<file path="config.mk">
export PLATFORM = sky130hd
export DESIGN_NAME = tick_generator
export DESIGN_NICKNAME = d
export VERILOG_FILES = /design/src/rtl/tick_generator.sv
export SDC_FILE = /design/constraint.sdc
export NUM_CORES = 1
export LEC_CHECK = 0
export ABC_AREA = 0
export CAP_MARGIN = 10
export CORE_ASPECT_RATIO = 1.75
export CORE_MARGIN = 8
export CORE_UTILIZATION = 30
export DETAILED_ROUTE_END_ITERATION = 6
export GPL_ROUTABILITY_DRIVEN = 0
export PLACE_DENSITY_LB_ADDON = 0.15
export SKIP_LAST_GASP = 1
export SLEW_MARGIN = 15
export SYNTH_ARGS = -nofsm -noshare
export SYNTH_HDL_FRONTEND = slang
export SYNTH_SLANG_ARGS = --single-unit
</file>
<file path="constraint.sdc">
create_clock -name clock -period 7.25 [get_ports clock]
set_input_delay 0.725 -clock clock [delete_from_list [all_inputs] [get_ports clock]]
set_output_delay 0.725 -clock clock [all_outputs]
set_load 0.03 [all_outputs]
</file>
<file path="src/rtl/tick_generator.sv">
// rtl/tick_generator.sv - multi-channel programmable phase-accumulator tick generator
//
// Purpose:
//   NCH independent channels, each with an ACC_W-bit phase accumulator that
//   adds a software-programmed increment every enabled cycle. The carry out of
//   the add produces either a one-cycle pulse or a toggle of a square wave, so
//   output rate = f_clk * inc / 2^ACC_W, exact on average.
//
// Ports:
//   clock  in   1              system clock, rising edge
//   reset  in   1              synchronous, active-high reset
//   wen    in   1              register write strobe
//   waddr  in   $clog2(NCH)+1  write address {channel, sel}; sel 0 = inc, 1 = ctrl
//   wdata  in   ACC_W          write data; ctrl uses bit0 = enable, bit1 = mode
//   raddr  in   $clog2(NCH)+1  readback address, same map as waddr
//   rdata  out  ACC_W          combinational readback (ctrl zero-extended)
//   tick   out  NCH            registered per-channel tick outputs

module tick_generator #(
  parameter int                    NCH      = 4,
  parameter int                    ACC_W    = 32,
  parameter logic [NCH*ACC_W-1:0]  DEF_INC  = '0,
  parameter logic [NCH*2-1:0]      DEF_CTRL = '0,
  localparam int                   AW       = $clog2(NCH) + 1
) (
  input  logic             clock,
  input  logic             reset,
  input  logic             wen,
  input  logic [AW-1:0]    waddr,
  input  logic [ACC_W-1:0] wdata,
  input  logic [AW-1:0]    raddr,
  output logic [ACC_W-1:0] rdata,
  output logic [NCH-1:0]   tick
);

  logic [ACC_W-1:0] acc  [NCH];
  logic [ACC_W-1:0] inc  [NCH];
  logic [NCH-1:0]   en;
  logic [NCH-1:0]   mode;

  logic [ACC_W:0]   sum  [NCH];
  logic [NCH-1:0]   carry;
  logic [NCH-1:0]   wr_inc;
  logic [NCH-1:0]   wr_ctrl;

  logic [AW-1:0]    wch;
  logic [AW-1:0]    rch;

  // Channel field is everything above the sel bit; shifting keeps this
  // legal when NCH=1 and there are no channel bits at all.
  assign wch = waddr >> 1;
  assign rch = raddr >> 1;

  // Only channels 0..NCH-1 are decoded, so writes to higher indices fall
  // through without touching any state.
  always_comb begin
    for (int i = 0; i < NCH; i++) begin
      wr_inc[i]  = wen && !waddr[0] && (wch == AW'(i));
      wr_ctrl[i] = wen &&  waddr[0] && (wch == AW'(i));
      sum[i]     = {1'b0, acc[i]} + {1'b0, inc[i]};
      carry[i]   = sum[i][ACC_W];
    end
  end

  always_ff @(posedge clock) begin
    for (int i = 0; i < NCH; i++) begin
      if (reset) begin
        acc[i]  <= '0;
        inc[i]  <= DEF_INC[i*ACC_W +: ACC_W];
        en[i]   <= DEF_CTRL[2*i];
        mode[i] <= DEF_CTRL[2*i+1];
        tick[i] <= 1'b0;
      end else if (wr_inc[i]) begin
        // New rate restarts the phase; any carry from this cycle is dropped.
        inc[i]  <= wdata;
        acc[i]  <= '0;
        tick[i] <= 1'b0;
      end else if (wr_ctrl[i]) begin
        // No add happens in a control-write cycle: the phase is kept, a
        // pulse-mode output returns low, a toggle output holds its level.
        en[i]   <= wdata[0];
        mode[i] <= wdata[1];
        if (wdata[1] != mode[i] || !wdata[1]) begin
          tick[i] <= 1'b0;
        end
      end else if (en[i]) begin
        acc[i]  <= sum[i][ACC_W-1:0];
        tick[i] <= mode[i] ? (tick[i] ^ carry[i]) : carry[i];
      end else if (!mode[i]) begin
        tick[i] <= 1'b0;
      end
    end
  end

  // Readback is taken from the registers directly, so a same-cycle write is
  // only visible after the edge.
  always_comb begin
    rdata = '0;
    for (int i = 0; i < NCH; i++) begin
      if (rch == AW'(i)) begin
        rdata = raddr[0] ? ACC_W'({mode[i], en[i]}) : inc[i];
      end
    end
  end

endmodule

</file>
==> key figures <==
Clocking
  – Post-CTS sizing: 0
  – TritonCTS clock tree: yes
  – Hold bufs inserted after CTS: 0
  – CTS Buf Count: 30
  – Post-CTS setup repair buffer count: 0
  – CTS H-tree lvls: 1
  – Max Root-Sink Buffers: 3
  – Total clock sinks: between 200 and 300
  – Clock root cell: clkbuf_16
  – Clk Latency, worst-skew pair: 0.59 ns
  – CTS clock-pin slew for the worst setup and hold paths: 0.06 ns

Pwr
  – Peak supply drop: ~0.20 mV
  – P_leak: 8.11 nW
  – Final Power: around 4.6 mW
  – Pwr dens: approximately 220 nW/um2

Placed design
  – Post-DP Area: around 20000 um2
  – Place WS: approximately 3.2 ns
  – Number of port buffers: 76
  – Post-DP HPWL: slightly below 50000 um

Die
  – Die height: 344 um
  – Starting Density: 0.303
  – Core footprint: slightly above 60000 um2
  – FP Rows: 120
  – Die X: 204 um
  – Die area: between 70000 and 80000 um2
  – Ports: a little under 80

Route
  – Vias: between 10k and 15k
  – DRT Pass-1 Iters: 5
  – DRC errors left: 0
  – Routed WL: ~65000 um
  – DRT iter0 DRCs: ~900
  – Detail Route Antenna Nets: 0
  – DR WL/cell: ~24 um
  – DR vias/cell: roughly 5.4

Final layout
  – Synth-to-layout area growth: 14.7%
  – Nets: 2016
  – Fillcell total: 6142
  – Share of layout cells above drive strength 1: 0.0830
  – Commonest cells after routing, fill and taps aside: 256 x edfxtp_1, 149 x a21oi_1, 147 x and2_1, 133 x nor2_1, 128 x ha_1
  – Commonest non-fill, non-tap cell in the layout: edfxtp_1
  – Finished Cell Area: between 20000 and 25000 um2

GRT
  – First-pass GRT wire length: ~95000 um
  – Grt total ovfl: 0
  – Initial antenna violation count: 3
  – Number of global-route vias before repair: approximately 15k
  – Total track usage: 0.181
  – Largest net degree at the start of global routing: between 40 and 50

Synth
  – Post-synth ARST share: 0
  – Yosys warns: 0
  – Number of enable flip-flop cells after synthesis: around 260
  – Synth Flop Type: edfxtp_1
  – Syn_nets: approximately 2.0k
  – Synth cell types: 89
  – Syn_area_per_cell: 10.2 um2
  – Yosys reg bits: approximately 270
  – Gate Count Post-Synth: ~1.8k
  – Seq/Total Area, Yosys: 0.429
  – Mapped cell area: about 18000 um2

Timing
  – Slew Limit Fails: 0
  – Tmin final: between 3 and 4 ns
  – Headroom to the max-slew limit: 0.276
  – Final Worst Setup Slack: approximately 3.5 ns
  – Hold Fails Final Rpt: 0
  – RSZ-0062 raised after global routing: no
  – Worst Tran Pin Value: 1.09 ns
  – Clock skew: about 0.015 ns
  – Endpoints failing setup: 0
  – Max Fclk: between 200 and 300 MHz
  – Final period util: 0.516
  – Total negative slack: 0 ns

Critical path
  – Kind of critical path: primary input to output pin
  – Crit-path slowest cell: clkdlybuf4s50_1
  – Crit end category: output pin
  – Reg-to-Reg Start: inc[0][0]
  – Cell chain of the critical path: buf_2 -> buf_4 -> mux4_2 -> mux2_2 -> clkdlybuf4s50_1
  – Max Fanout on Critical Path: 34
  – Critical path launch point type: primary input
  – Critical path's largest stage delay: 0.62 ns
  – Crit path from: raddr[1]
  – WP data required: roughly 6.5 ns
  – CP arrival: between 3 and 4 ns

Run status
  – Status: finished, final reports clean

Hold path
  – Hold Startpoint: mode[1]
  – Hold Path Class: register to register

Job
  – Max-cap violation count: 0
worst max-delay path: cells and delay by family:
family                 cells  cell delay (ns)
multiplexers               2             0.90
buffers and inverters      3             1.31
cell usage after synthesis (all sizes together), types with 44 or more instances:
| master | number | area [um2] |
|---|---|---|
| nand3 | 44 | 220 |
| ha | 128 | 1600 |
| clkbuf | 64 | 244 |
| nor2 | 133 | 499 |
| o21ai | 81 | 417 |
| inv | 47 | 176 |
| a21o | 79 | 593 |
| nor3 | 55 | 285 |
| and2 | 149 | 935 |
| nand2 | 123 | 464 |
| a21oi | 152 | 772 |
| edfxtp | 256 | 7690 |
final cells by class:
class / instances / area [um2] / share of cell area
Multi-Input combinational cell: 1402 / 10100 / 0.476
Clock inverter: 21 / 338 / 0.0159
Clock buffer: 35 / 791 / 0.0373
Timing Repair Buffer: 94 / 881 / 0.0415
Inverter: 47 / 176 / 0.00832
Antenna cell: 1 / 2.50 / 0.000118
Tap cell: 793 / 992 / 0.0468
Sequential cell: 268 / 7930 / 0.374
routing by layer:
layer  part of all wire  vias up  track usage
met5                  0        -            0
met4              0.042        0       0.0779
met3              0.031      105       0.0146
met2               0.56      309        0.358
met1               0.37     7171        0.191
li1                   -     6863            -
report_power, final:
group / internal [mW] / switching [mW] / total [mW] / leakage, nW
clock network: 1.10 / 0.702 / 1.80 / 0.542
registers: 1.79 / 0.0789 / 1.87 / 2.67
logic: 0.374 / 0.592 / 0.966 / 4.90
total: 3.26 / 1.37 / 4.64 / 8.11
logic make-up after synthesis:
family,synth area share
buffers and inverters,0.0288
and+or+nand+nor,0.184
xor gates and xnor gates,0.0303
DFF,0.429
adders and majority gates,0.0910
AOI/OAI and AO/OA,0.183
muxes,0.0537
sequential cells by signal, summed over array words and instances, names as in the netlist:
register	cells
tick	4
inc	128
mode	4
acc	128
en	4
worst paths after layout:
kind | end | slack [ns] | cells past startpoint
min | mode[1] | 0.50 | 2
max | rdata[1] | 3.51 | 5
max reg2reg | acc[0][26] | 3.55 | 9
min reg2reg | mode[1] | 0.50 | 2
per-stage QoR:
stage	util	cells	hold WS (ns)
2_1_floorplan	-	1804	0.447
3_3_place_gp	0.328	2604	0.494
3_5_place_dp	0.328	2604	0.487
4_1_cts	0.347	2660	0.495
5_1_grt	0.347	2660	0.522
6_report	0.347	2661	0.497
No activity file was read; power rests on OpenSTA's default activity.
